$ cat config.mk
export PLATFORM = sky130hd
export DESIGN_NAME = formula_sweep_driver
export DESIGN_NICKNAME = d
export VERILOG_FILES = /design/src/rtl/formula_sweep_driver.sv
export SDC_FILE = /design/constraint.sdc
export NUM_CORES = 1
export LEC_CHECK = 0
export CORE_MARGIN = 2
export CORE_UTILIZATION = 55
export CTS_CLUSTER_DIAMETER = 200
export CTS_CLUSTER_SIZE = 40
export DETAILED_ROUTE_END_ITERATION = 8
export PLACE_DENSITY_LB_ADDON = 0.1
export SLEW_MARGIN = 20
export SYNTH_ARGS = -nofsm -noshare
export SYNTH_HDL_FRONTEND = slang
export SYNTH_SLANG_ARGS = --single-unit
$ cat constraint.sdc
create_clock -name clk -period 5.9 [get_ports clk]
set_input_delay 1.18 -clock clk [delete_from_list [all_inputs] [get_ports clk]]
set_output_delay 1.18 -clock clk [all_outputs]
set_load 0.02 [all_outputs]
$ cat src/rtl/formula_sweep_driver.sv
// Exhaustive sweep driver for a combinational formula: walks every input assignment in order,
// counts satisfying ones and streams them out through a small first-word-fall-through FIFO.
module formula_sweep_driver #(
  parameter int NUM_VARS   = 10,
  parameter int FIFO_DEPTH = 4,
  parameter int CNT_W      = NUM_VARS + 1
) (
  input  logic                clk,
  input  logic                rst,
  input  logic                start,
  output logic                busy,
  output logic                done,
  output logic [NUM_VARS-1:0] vec_out,
  input  logic                f_in,
  output logic [CNT_W-1:0]    sat_count,
  output logic                sol_valid,
  input  logic                sol_ready,
  output logic [NUM_VARS-1:0] sol_data
);

  localparam int AW = $clog2(FIFO_DEPTH);

  typedef enum logic [1:0] {
    IDLE  = 2'd0,
    SWEEP = 2'd1,
    DONE  = 2'd2
  } state_t;

  state_t state, next_state;

  logic [NUM_VARS-1:0] mem [FIFO_DEPTH];
  logic [AW:0]         wr_ptr, rd_ptr;
  logic                fifo_full, fifo_empty;
  logic                push, pop, stall, advance, clear;
  logic                last_vec;

  // Extra pointer bit distinguishes full from empty when the indices match.
  assign fifo_empty = (wr_ptr == rd_ptr);
  assign fifo_full  = (wr_ptr[AW] != rd_ptr[AW]) && (wr_ptr[AW-1:0] == rd_ptr[AW-1:0]);
  assign sol_valid  = ~fifo_empty;
  assign sol_data   = sol_valid ? mem[rd_ptr[AW-1:0]] : '0;
  assign pop        = sol_valid & sol_ready;
  assign last_vec   = &vec_out;
  assign busy       = (state == SWEEP);
  assign done       = (state == DONE);

  // State register.
  always_ff @(posedge clk) begin
    if (rst) begin
      state <= IDLE;
    end else begin
      state <= next_state;
    end
  end

  // Next-state and sweep control.
  always_comb begin
    next_state = state;
    stall      = 1'b0;
    advance    = 1'b0;
    push       = 1'b0;
    clear      = 1'b0;
    case (state)
      IDLE, DONE: begin
        if (start) begin
          next_state = SWEEP;
          clear      = 1'b1;
        end else begin
          next_state = state;
        end
      end
      SWEEP: begin
        // A full FIFO can still accept a push when the consumer frees a slot this cycle.
        stall = f_in & fifo_full & ~pop;
        if (!stall) begin
          advance = 1'b1;
          push    = f_in;
          if (last_vec) begin
            next_state = DONE;
          end else begin
            next_state = SWEEP;
          end
        end else begin
          next_state = SWEEP;
        end
      end
      default: begin
        next_state = IDLE;
      end
    endcase
  end

  // Sweep vector, solution counter and FIFO pointers.
  always_ff @(posedge clk) begin
    if (rst) begin
      vec_out   <= '0;
      sat_count <= '0;
      wr_ptr    <= '0;
      rd_ptr    <= '0;
    end else begin
      if (clear) begin
        vec_out   <= '0;
        sat_count <= '0;
      end else if (advance) begin
        if (push) begin
          sat_count <= sat_count + {{(CNT_W-1){1'b0}}, 1'b1};
        end
        if (!last_vec) begin
          vec_out <= vec_out + {{(NUM_VARS-1){1'b0}}, 1'b1};
        end
      end
      if (push) begin
        wr_ptr <= wr_ptr + {{AW{1'b0}}, 1'b1};
      end
      if (pop) begin
        rd_ptr <= rd_ptr + {{AW{1'b0}}, 1'b1};
      end
    end
  end

  // Solution storage; contents are don't-care until written, so no reset.
  always_ff @(posedge clk) begin
    if (push) begin
      mem[wr_ptr[AW-1:0]] <= vec_out;
    end
  end

endmodule

==> results.json, run 1 <==
{
  "port_buffers": 38,
  "status": "finished clean",
  "max_clock_freq_mhz": 286,
  "setup_viol": 0,
  "fp.dieH_um": 79.3,
  "synthTopCellsByCount": "edfxtp_1, dfxtp_1, a21oi_1, nor2b_1, o21ai_0",
  "core_area_mm2": 0.00551,
  "drtPass1Iterations": 4,
  "path_delay_family": "flip-flops",
  "drv_slew": 0,
  "max-cap-violations": 0,
  "place_inst": 352,
  "fin_skew_ps": 9.17,
  "gr-usage-all-layers_pct": 19.7,
  "syn-instance-count": 252,
  "antenna_found_initial": 0,
  "dpl_cell_area_mm2": 0.00355,
  "grt_pass1_wl_mm": 9.39,
  "cp_slowest_cell": "dfxtp_1",
  "finalNonFillerCells": 368,
  "finalInstanceArea_mm2": 0.00372,
  "end_kind": "primary output",
  "synth_most_common_cell": "edfxtp_1",
  "post-route-period-util_pct": 59.4,
  "slew_headroom_pct": 57.0,
  "cp.buffers_inverters": 1,
  "cts_setup_buffers": 0,
  "wirelength_mm": 5.81,
  "critPathRequiredTime_ps": 4720,
  "synthFlopType": "edfxtp_1",
  "clk_path_buf_depth": 2,
  "hp-class": "flop to flop",
  "n_fill_cell": 400,
  "cts_resized": 0,
  "clock_latency_ps": 330,
  "postCtsHoldBufs": 0,
  "cts_htree_levels": 3,
  "cts_buffers": 9,
  "initial_utilization_pct": 56.6,
  "vias_per_cell": 5.68,
  "syn_area_per_cell_um2": 12.4,
  "layout.nets": 303,
  "hold_ws_ps": 498,
  "final_util_pct": 67.5,
  "clkSinkCount": 71,
  "yosys.area.top_type": "edfxtp_1",
  "worstPathCellList": "mux4_2, nor2b_1, clkdlybuf4s50_1",
  "fin_crit_ps": 3500,
  "clock_power_share_pct": 33.4,
  "cts_tree": "yes",
  "yosysWarningCount": 0,
  "postRouteAntennaNets": 0,
  "syn_to_final_growth_pct": 19.3,
  "routabilityCongestion": 0.789,
  "remaining_drc_errors": 0,
  "grt_max_degree": 40,
  "crit_path_start_kind": "flop",
  "ys_seq_elements": 71,
  "wire_per_inst_um": 15.8,
  "gr-total-overflow": 0,
  "cp.arrival_ps": 2320,
  "tns_ps": 0,
  "syn_nets": 264,
  "leakagePower_nw": 1.18,
  "tightest_slew_ps": 644,
  "rsz0062_at_grt": "no",
  "combPwrFrac_pct": 11.1,
  "ios": 39,
  "initialDrtViolationCount": 109,
  "path_class": "flop to primary output",
  "rows": 27,
  "seqPwrFrac_pct": 55.5,
  "dieWidth_um": 79.3,
  "peakVddDrop_mv": 0.132,
  "swShare_pct": 24.7,
  "synth.area.top_cells": "edfxtp_1, dfxtp_1, mux4_2",
  "path_clk_slew_ps": 80,
  "root_buffer": "clkbuf_8",
  "die_area_mm2": 0.00629,
  "hold_violations": 0,
  "critical-path-max-stage-delay_ps": 730,
  "num_vias": 2092,
  "diodes": 0,
  "async_reset_ff_share_pct": 0,
  "synth_edf_count": 40,
  "p_switching_w": 0.000239,
  "place_hpwl_mm": 3.88,
  "p_int_w": 0.000728,
  "synth_top_area_share_pct": 38.5,
  "netlist_area_mm2": 0.00312,
  "p_per_area_mw_per_mm2": 260,
  "drive_gt1_share_pct": 10.8,
  "ys_seq_area_share_pct": 58.5,
  "crit_path_max_fanout": 10,
  "grt_pass1_vias": 1896,
  "synth_cell_types": 37
}
==> power groups by stage <==
| stage | Combinational (W) | Sequential [W] | Clock, W |
|---|---|---|---|
| after CTS | 0.000108 | 0.000538 | 0.000332 |
| after global placement | 0.000107 | 0.000549 | 0 |
| after global routing | 0.000115 | 0.000539 | 0.000344 |
| final | 0.000107 | 0.000537 | 0.000323 |
| after detailed placement | 0.000108 | 0.000549 | 0 |
| after floorplan | 0.0000744 | 0.000542 | 0 |
==> metal layers <==
layer  track usage (%)  wire length (um)
met1              27.5              2740
met2              30.8              2810
met3              3.52               218
met4              8.28                44
met5                 0                 0
==> sequential cells by signal, summed over array words and instances (netlist names), named ones only <==
signal,count
state,2
wr_ptr,3
sat_count,11
rd_ptr,3
mem,40
vec_out,10
==> final timing paths <==
| check | to | depth (start not counted) | startpoint | slack, ps |
|---|---|---|---|---|
| min | sat_count[10] | 2 | sat_count[10] | 500 |
| max reg2reg | wr_ptr[2] | 4 | wr_ptr[0] | 3570 |
| max | sol_data[2] | 3 | flop | 2400 |
| min reg2reg | sat_count[10] | 2 | sat_count[10] | 500 |
==> layout make-up <==
cell class | instances | area (um^2) | area share (%)
clock buffer | 10 | 128 | 3.43
clock inverter | 6 | 37.5 | 1.01
inverter | 11 | 41.3 | 1.11
multi-input combinational | 157 | 1200 | 32.2
sequential | 71 | 1820 | 49.0
tap | 72 | 90.1 | 2.42
timing repair buffer | 41 | 403 | 10.8
==> metrics by stage <==
step | total power [W] | worst slack (ps)
6_report | 0.000967 | 2400
5_1_grt | 0.000998 | 2230
4_1_cts | 0.000977 | 2320
3_5_place_dp | 0.000657 | 2420
3_3_place_gp | 0.000655 | 2470
2_1_floorplan | 0.000617 | 3440
==> layout by cell type (no fill, tap or decap), types with 3 or more instances in the layout <==
cell type,synthesis,routed
edfxtp_1,40,40
clkdlybuf4s50_1,0,38
dfxtp_1,31,31
a21oi_1,23,23
nor2b_1,13,13
o21ai_0,13,13
inv_1,11,11
o31ai_1,11,11
or4_1,11,11
mux4_2,10,10
or3_1,10,10
nand3_1,9,9
clkbuf_8,0,9
nor2_1,8,8
nand4_1,7,7
nand2_1,7,7
ha_1,7,7
and3_1,5,5
xor2_1,3,3
nor3_1,3,3
buf_4,0,3
==> kinds of logic (layout without fill, tap and decap cells) <==
logic type                 after synthesis  in the layout  share of synthesized area (%)
AOI/OAI and AO/OA                       53             53                           10.4
buffers and inverters                   24             68                           3.49
and+or+nand+nor                         79             79                           14.7
DFF                                     71             71                           58.5
muxes                                   12             12                           7.91
xor gates and xnor gates                 6              6                           2.17
adders and majority gates                7              7                           2.81
==> worst min-delay path: stages, from the launching register on <==
cell and delay, ps:
dfxtp_1 320, o21ai_0 70, a21oi_1 60
(Power assumes the default switching activity.)
==> run 2: changes to the inputs <==
--- a/config.mk
+++ b/config.mk
@@ -6,7 +6,7 @@
 export NUM_CORES = 1
 export LEC_CHECK = 0
 export CORE_MARGIN = 2
-export CORE_UTILIZATION = 55
+export CORE_UTILIZATION = 49
 export CTS_CLUSTER_DIAMETER = 200
 export CTS_CLUSTER_SIZE = 40
 export DETAILED_ROUTE_END_ITERATION = 8
==> constraint.sdc (replaced) <==
create_clock -name clk -period 3.1 [get_ports clk]
set_input_delay 0.62 -clock clk [delete_from_list [all_inputs] [get_ports clk]]
set_output_delay 0.62 -clock clk [all_outputs]
set_load 0.02 [all_outputs]
==> results.json, run 2 (synthesized netlist as in run 1, its figures left out) <==
{
  "status": "finished clean",
  "diodes": 0,
  "layout.nets": 306,
  "post-route-period-util_pct": 89.7,
  "clk_path_buf_depth": 2,
  "hold_violations": 0,
  "grt_pass1_wl_mm": 10.3,
  "layout_commonest_cell": "edfxtp_1",
  "remaining_drc_errors": 0,
  "multiInputGateArea_mm2": 0.00120,
  "gr-total-overflow": 0,
  "drtPass1Iterations": 4,
  "num_vias": 2155,
  "routabilityCongestion": 0.826,
  "root_buffer": "clkbuf_8",
  "n_fill_cell": 522,
  "end_kind": "primary output",
  "antenna_found_initial": 0,
  "critPathRequiredTime_ps": 2480,
  "core_area_mm2": 0.00624,
  "rsz0062_at_grt": "no",
  "fin_ws_ps": 320,
  "cts_htree_levels": 3,
  "wire_per_inst_um": 16.1,
  "wirelength_mm": 6.05,
  "postCtsHoldBufs": 0,
  "critical-path-max-stage-delay_ps": 610,
  "cts_resized": 0,
  "max-cap-violations": 0,
  "cp.arrival_ps": 2160,
  "seqCellArea_mm2": 0.00182,
  "place_hpwl_mm": 4.09,
  "rows": 29,
  "crit_path_start_kind": "flop",
  "gr-usage-all-layers_pct": 18.7,
  "drv_slew": 0,
  "path_clk_slew_ps": 70,
  "cts_tree": "yes",
  "grt_max_degree": 40,
  "grtUsageMet3_pct": 3.86,
  "die_area_mm2": 0.00701,
  "vias_per_cell": 5.73,
  "cp_slowest_cell": "clkdlybuf4s50_1",
  "path_delay_family": "buffers and inverters",
  "p_per_area_mw_per_mm2": 491,
  "tightest_slew_ps": 557,
  "ios": 39,
  "setup_viol": 0,
  "syn_to_final_growth_pct": 20.0,
  "cts_setup_buffers": 0,
  "initialDrtViolationCount": 140,
  "max_clock_freq_mhz": 360,
  "hp-class": "flop to flop",
  "grtUsageMet2_pct": 28.5,
  "dieWidth_um": 83.8,
  "slew_headroom_pct": 62.9,
  "fp.dieH_um": 83.8,
  "initial_utilization_pct": 49.9,
  "peakVddDrop_mv": 0.294,
  "tns_ps": 0,
  "clkSinkCount": 71,
  "leakagePower_nw": 1.20,
  "drive_gt1_share_pct": 11.0,
  "port_buffers": 38,
  "post-place-ws_ps": 232,
  "largest_reg_flops": 40,
  "postRouteAntennaNets": 0,
  "path_class": "flop to primary output",
  "worstPathCellList": "xor2_2, nor3_1, buf_4, nor2b_1, clkdlybuf4s50_1",
  "final_cell_mix": "edfxtp_1, clkdlybuf4s50_1, dfxtp_1, a21oi_1",
  "clock_latency_ps": 330,
  "crit_path_max_fanout": 11,
  "fin_crit_ps": 2780,
  "fin_skew_ps": 7.42,
  "grt_use_met1_pct": 26.0,
  "cts_buffers": 9,
  "hold_ws_ps": 494,
  "cp.buffers_inverters": 2,
  "grt.busiest_layer": "met2",
  "grt_pass1_vias": 2079
}
run 2: final cells by class:
type,instances,share of cell area (%)
clock buffers,12,3.61
clock inverters,4,0.635
inverters,11,1.10
multi-input cells,157,32.0
flip-flops and latches,71,48.7
well taps,77,2.58
repair buffers,44,11.4
run 2: per-layer routing:
layer	up-vias	routed length, um
li1	1045	-
met1	1042	2780
met2	60	2920
met3	8	251
met4	0	92
met5	-	0
run 2: worst paths after layout:
path                                     from            end  slack (ps)  depth (start not counted)
worst min register to register  sat_count[10]  sat_count[10]         490                          2
worst max register to register      wr_ptr[1]      wr_ptr[2]         720                          4
worst min-delay path            sat_count[10]  sat_count[10]         490                          2
worst max-delay path                wr_ptr[1]    sol_data[4]         320                          5
run 2: worst min-delay path, delay by kind of cell, from the launching register on:
family	cells	cell delay [ps]
flip-flops	1	320
AO/OA/AOI/OAI	2	130
run 2: metrics by stage:
step,instances,util [%],power [W],cell area [um^2]
2_1_floorplan,252,-,0.00117,3120
3_3_place_gp,360,57.4,0.00125,3580
3_5_place_dp,360,57.4,0.00125,3580
4_1_cts,376,59.9,0.00185,3740
5_1_grt,376,59.9,0.00191,3740
6_report,376,59.9,0.00184,3740
run 2: power breakdown:
part / internal (W) / switching, W
logic: 0.000101 / 0.000115
registers: 0.00100 / 0.0000123
clock network: 0.000287 / 0.000319
